===== src/rtl/dram_bus_arbiter.sv =====
// Arbitrates the single-port data DRAM between the CPU data port and one external
// valid/ready requester, with fixed read latency and bounded CPU priority.
module dram_bus_arbiter #(
    parameter int ADDR_W         = 32,
    parameter int DATA_W         = 32,
    parameter int RD_LAT         = 1,
    parameter int MAX_CPU_GRANTS = 4
) (
    input  logic              clk,
    input  logic              rst,
    input  logic              cpu_req,
    input  logic              cpu_we,
    input  logic [ADDR_W-1:0] cpu_adr,
    input  logic [DATA_W-1:0] cpu_wdin,
    output logic [DATA_W-1:0] cpu_rdata,
    output logic              cpu_stall,
    input  logic              ext_valid,
    input  logic              ext_we,
    input  logic [ADDR_W-1:0] ext_adr,
    input  logic [DATA_W-1:0] ext_wdata,
    output logic              ext_ready,
    output logic              ext_rvalid,
    output logic [DATA_W-1:0] ext_rdata,
    output logic [ADDR_W-1:0] dram_adr,
    output logic              dram_we,
    output logic [DATA_W-1:0] dram_wdin,
    input  logic [DATA_W-1:0] dram_rd
);

    localparam int SW = $clog2(MAX_CPU_GRANTS + 1);

    typedef enum logic [1:0] {IDLE, CPU_RD, EXT_RD} state_t;

    state_t            state_q, state_d;
    logic [1:0]        cnt_q, cnt_d;
    logic [SW-1:0]     streak_q, streak_d;
    logic [ADDR_W-1:0] rd_adr_q, rd_adr_d;
    logic [DATA_W-1:0] ext_rdata_q, ext_rdata_d;
    logic              cpu_win, ext_win;

    always_ff @(posedge clk) begin
        if (rst) begin
            state_q  <= IDLE;
            cnt_q    <= 2'd0;
            streak_q <= '0;
        end else begin
            state_q  <= state_d;
            cnt_q    <= cnt_d;
            streak_q <= streak_d;
        end
    end

    // Datapath holding registers carry no reset; they are only read after being loaded.
    always_ff @(posedge clk) begin
        rd_adr_q    <= rd_adr_d;
        ext_rdata_q <= ext_rdata_d;
    end

    always_comb begin
        state_d     = state_q;
        cnt_d       = cnt_q;
        streak_d    = streak_q;
        rd_adr_d    = rd_adr_q;
        ext_rdata_d = ext_rdata_q;
        cpu_win     = 1'b0;
        ext_win     = 1'b0;
        dram_adr    = cpu_adr;
        dram_we     = 1'b0;
        dram_wdin   = cpu_wdin;
        cpu_stall   = 1'b0;
        cpu_rdata   = '0;
        ext_ready   = 1'b0;
        ext_rvalid  = 1'b0;
        ext_rdata   = ext_rdata_q;

        case (state_q)
            IDLE: begin
                cpu_win = cpu_req && (!ext_valid || (streak_q < SW'(MAX_CPU_GRANTS)));
                ext_win = ext_valid && !cpu_win;
                if (cpu_win) begin
                    // A CPU win with ext_valid high implies streak < MAX, so no overflow.
                    if (ext_valid) streak_d = streak_q + 1'b1;
                    if (cpu_we) begin
                        dram_we = 1'b1;
                    end else begin
                        cpu_stall = 1'b1;
                        state_d   = CPU_RD;
                        cnt_d     = 2'(RD_LAT);
                        rd_adr_d  = cpu_adr;
                    end
                end else if (ext_win) begin
                    ext_ready = 1'b1;
                    dram_adr  = ext_adr;
                    dram_wdin = ext_wdata;
                    cpu_stall = cpu_req;
                    streak_d  = '0;
                    if (ext_we) begin
                        dram_we = 1'b1;
                    end else begin
                        state_d  = EXT_RD;
                        cnt_d    = 2'(RD_LAT);
                        rd_adr_d = ext_adr;
                    end
                end
            end
            CPU_RD: begin
                dram_adr = rd_adr_q;
                cnt_d    = cnt_q - 2'd1;
                if (cnt_q == 2'd1) begin
                    cpu_rdata = dram_rd;
                    state_d   = IDLE;
                end else begin
                    cpu_stall = 1'b1;
                end
            end
            EXT_RD: begin
                dram_adr  = rd_adr_q;
                cnt_d     = cnt_q - 2'd1;
                cpu_stall = cpu_req;
                if (cnt_q == 2'd1) begin
                    ext_rvalid  = 1'b1;
                    ext_rdata   = dram_rd;
                    ext_rdata_d = dram_rd;
                    state_d     = IDLE;
                end
            end
            default: state_d = IDLE;
        endcase

        if (!ext_valid) streak_d = '0;

        // Reset abandons any access in flight: no handshake or data escapes this cycle.
        if (rst) begin
            dram_we     = 1'b0;
            cpu_stall   = 1'b0;
            cpu_rdata   = '0;
            ext_ready   = 1'b0;
            ext_rvalid  = 1'b0;
            ext_rdata   = ext_rdata_q;
            ext_rdata_d = ext_rdata_q;
        end
    end

endmodule


===== config.mk =====
export PLATFORM = sky130hd
export DESIGN_NAME = dram_bus_arbiter
export DESIGN_NICKNAME = d
export VERILOG_FILES = /design/src/rtl/dram_bus_arbiter.sv
export SDC_FILE = /design/constraint.sdc
export NUM_CORES = 1
export LEC_CHECK = 0
export ABC_CLOCK_PERIOD_IN_PS = 2900
export CAP_MARGIN = 20
export CORE_ASPECT_RATIO = 0.8
export CORE_MARGIN = 5
export CORE_UTILIZATION = 35
export DETAILED_ROUTE_END_ITERATION = 8
export PLACE_DENSITY = 0.81
export RECOVER_POWER = 50
export SLEW_MARGIN = 20
export SYNTH_ARGS = -nofsm -noshare
export SYNTH_HDL_FRONTEND = slang
export SYNTH_SLANG_ARGS = --single-unit
export TNS_END_PERCENT = 100

===== constraint.sdc =====
create_clock -name clk -period 2.9 [get_ports clk]
set_clock_uncertainty 0.2 [all_clocks]
set_input_delay 0.29 -clock clk [delete_from_list [all_inputs] [get_ports clk]]
set_output_delay 0.29 -clock clk [all_outputs]
set_load 0.05 [all_outputs]

Word level (Yosys, flattened, before mapping)
Cells that the tools add are included.

cells by class
  $add $sub $neg = 2
  $lt $le $gt $ge = 1
  equal/unequal tests = 9
  muxes and demuxes = 47
  bitwise operators = 1
  reductions and logical operators = 14

operator list
  operator               count
  $mux W32               15
  $pmux W32 S2           1
  $mux W1                18
  $mux W2                8
  $reduce_and A4 Y1      3
  $ne A3 B3 Y1 const B   3
  $pmux W2 S2            2
  $mux W3                2
  $eq A2 B1 Y1 const B   2
  $ne A2 B1 Y1 const B   2
  $reduce_bool A2 Y1     2
  $reduce_or A2 Y1       2
  $add A3 B1 Y3 const B  1
  $lt A3 B3 Y1 const B   1
  $pmux W1 S3            1
  $eq A2 B2 Y1 const B   1
  $logic_and A1 B1 Y1    2
  $logic_not A1 Y1       2
  $logic_not A2 Y1       1
  $ne A2 B2 Y1 const B   1
  $reduce_and A2 Y1      1
  $sub A2 B1 Y2 const B  1
  $logic_or A1 B1 Y1     1
  $not A1 Y1             1

word-level totals
  register bits after elaboration = 71
  input bits = 166
  logic and storage cells = 79

Logic depth before layout (Yosys ltp)
  depth after elaboration = 9
  depth in mapped cells = 9

Worst setup path after synthesis
OpenSTA, ideal clock, no wires.

  path type = register to output
  start = register state_q[0]
  end = output cpu_stall
  arrival time = 2.132 ns
  data required time = 2.410 ns
  setup slack = 0.278 ns
  cell stages (with the launch flop) = 8
  buffers on the path = 1
  path through = dfxtp_1 inv_1 ha_1 buf_2 inv_2 a21oi_1 o21ai_1 a211oi_1

on the way
  word-level cells in the longest chain between the ends = 3
  elaborated cells between the ends (all ways) = 5
  classes of those cells = eq/ne: 2; mux: 2; reduce/logical: 1

RTL lines
  element                                     RTL line  source
  from (decl)                                 34        state_t state_q, state_d;
  from (signal assigned)                      47        state_q <= state_d;
  $eq A2 B2 Y1, or another cell as far along  76        case (state_q)
  $pmux W1 S3 *                               76
  $mux W1 *                                   133       if (rst) begin
  to (decl)                                   16        output logic cpu_stall,

Every way passes the cells marked *; elsewhere a longest branch is shown, timed or not.

Worst setup path in the final report
  start = input ext_valid
  end = output ext_ready

on the way
  word-level cells in the longest chain between the ends = 9

RTL lines
  element              RTL line  source
  from (decl)          17        input logic ext_valid,
  $logic_not A1 Y1     -
  $logic_or A1 B1 Y1   78        cpu_win = cpu_req && (!ext_valid || (streak_q < SW'(MAX_CPU_GRANTS)));
  $logic_and A1 B1 Y1  78
  $logic_not A1 Y1     79        ext_win = ext_valid && !cpu_win;
  $logic_and A1 B1 Y1  79
  $mux W1              91        end else if (ext_win) begin
  $mux W1 *            80        if (cpu_win) begin
  $mux W1 *            76
  $mux W1 *            133
  to (decl)            21        output logic ext_ready,

Marks and branches as above.

==> results.cfg <==
[cts]
cts-htree-levels = 3
clk_latency_ns = 0.32
numCtsBuffers = 9
cts_resized = 0
clock-sinks = 71
cts_root_buffer = clkbuf_16
path_clk_slew_ns = 0.06
hold_buffers = 0
cts_tree = built
cts_setup_buffers = 0
ctsLongestPathBuffers = 2

[drt]
drt-pass1-iter-count = 5
vias_per_cell = 5.02
drtIter0Drc = 257
antenna_left = 0
drt-total-wl_mm = 17.8
routedWlPerCell_um = 19.1
drc = 0
vias = 4664

[run]
maxCapViolCount = 0

[placed_design]
globalplace.congestion = 0.984
port_buffers = 297
dpl_cell_area_sq_um = 8130
dp_hpwl_mm = 14.5

[worst_setup_path]
r2r.worst_path.cells = 4
path_class = input pin to output port
required_ns = 2.41
crit_path_end_kind = output port
crit_arrival_ns = 2.29
path_max_fanout = 20
start_kind = input pin

[logic_synthesis]
syn-num-nets = 660
ys_ff_latch = 71
synth_compound_area_share_pct = 15.3
netlist_top_cells_area = edfxtp_1, dfxtp_1, nand2_1, mux2_1, a22o_1
synthSimpleGateAreaFrac_pct = 27.0
syn_avg_cell_area_sq_um = 8.52
ys.flop_type = dfxtp_1
netlist.area_leader.share_pct = 23.1
synth_xor_area_share_pct = 0
synth_top_family_by_area = simple AND/OR/NAND/NOR gates
async_flop_share_pct = 0
yosys.area.top_type = edfxtp_1
ys_seq_area_share_pct = 41.9
netlist_area_sq_um = 4160
yosys_warnings = 0
synth_edf_count = 32
synthCells = 488
synthAdderAreaFrac_pct = 1.81
synth_mux_area_share_pct = 8.67
synth_cell_type_count = 35

[floorplanning]
die_h_um = 107
die_area_sq_um = 14200
die_w_um = 132
coreArea_sq_um = 11600
rows = 35
pin_count = 298
initial_core_util_pct = 36.0

[sta]
drv_slew = 0
fin_crit_sh_pct = 95.7
rsz0062_at_grt = no
clock.fmax_mhz = 360
slew-limit-headroom_pct = 40.1
fin_crit_ns = 2.78
tightest_slew_ns = 0.898
finalHoldViolCount = 0
fin_tns_setup_ns = 0
setup_viol = 0

[layout]
layout-drive-gt1-share_pct = 21.1
diodes = 0
filler_cell_count = 820
multi_input_area_sq_um = 2200
synthToLayoutAreaGrowth_pct = 103
fin_area_sq_um = 8430
fin_nets = 949
ff_latch_area_sq_um = 1740

[grt]
grt-ovfl-total = 0
antenna_found_initial = 1
grt_use_total_pct = 25.0
grt_max_degree = 34
grt_pass1_wl_mm = 28.2
grt_pass1_vias = 5107

[power]
ir_drop_mv = 0.540
finalPower_uw = 5390
p_leak_uw = 0.00378
p_per_area_nw_per_um2 = 640

[run_status]
status = completed

[hold_path]
hp-class = flip-flop to flip-flop
hold_depth = 2
==> critical path, stage by stage <==
cell and delay, ns:
dlygate4sd3_1 0.64, nand2_1 0.12, and2_0 0.19, clkbuf_1 0.69
nor3_1 0.11, buf_4 0.23
==> cell usage in the layout (no fill, tap or decap), drive strengths merged <==
master and instances:
a211oi 2, a21bo 1, a21o 32, a21oi 9, a22o 32, and2 34, and2b 1, and3b 1
buf 140, clkbuf 20, clkdlybuf4s50 164, clkinv 2, dfxtp 39, dlygate4sd3 1, edfxtp 32, ha 6
inv 6, mux2 32, nand2 198, nand2b 5, nand3 3, nand3b 1, nand4 3, nor2 3
nor2b 2, nor3 4, o21ai 4, o221a 1, o221ai 1, o22ai 1, or2 1, or3 1
==> state kept, by name, summed over array words and instances, names as in the netlist <==
name and count:
state_q 2, cnt_q 2, streak_q 3, ext_rdata_q 32
rd_adr_q 32
==> worst paths after layout <==
kind | start | end | slack (ns)
max | ext_valid | ext_ready | 0.12
min | streak_q[1] | streak_q[1] | 0.28
max reg2reg | streak_q[2] | rd_adr_q[21] | 0.67
min reg2reg | streak_q[1] | streak_q[1] | 0.28
==> per-stage QoR <==
step	setup slack (ns)	hold slack, ns	utilization (%)	cells
after floorplan	0.278	0.236	-	488
after global placement	0.345	0.244	70.3	914
after detailed placement	0.281	0.277	70.3	914
after CTS	0.0265	0.285	73.0	930
after global routing	0.0279	0.313	72.9	930
final	0.125	0.283	72.9	930
==> Yosys cell counts, types with 4 or more instances <==
library cell / number
nand2_1: 198
dfxtp_1: 39
and2_1: 34
a21o_1: 32
a22o_1: 32
edfxtp_1: 32
mux2_1: 32
buf_2: 14
a21oi_1: 9
clkbuf_1: 8
buf_6: 6
ha_1: 6
nand2b_1: 5
inv_1: 4
o21ai_1: 4
==> report_power, final <==
group	switching (uW)	internal [uW]
logic	1650	1330
registers	59.6	1250
clock network	395	708
total	2100	3290
==> final cells by class <==
cell class | instances | area share [%]
timing repair buffer | 311 | 47.1
sequential | 71 | 20.7
tap | 148 | 2.20
multi-input combinational | 378 | 26.1
clock inverter | 2 | 0.119
inverter | 6 | 0.267
clock buffer | 14 | 3.55
==> cell families (layout without fill, tap and decap cells) <==
logic type | count (synthesis) | after routing
and+or+nand+nor | 257 | 257
adders and majority gates | 6 | 6
AOI/OAI and AO/OA | 83 | 83
buffers and inverters | 39 | 333
DFF | 71 | 71
muxes | 32 | 32
==> routing by layer <==
metal,up-vias,wire (um),GRT usage [%]
met5,-,8,0
met4,2,410,7.42
met3,39,1830,11.2
met2,222,8830,42.9
met1,2167,6690,28.0
li1,2234,-,-
Power figures use the tool's default switching activity.
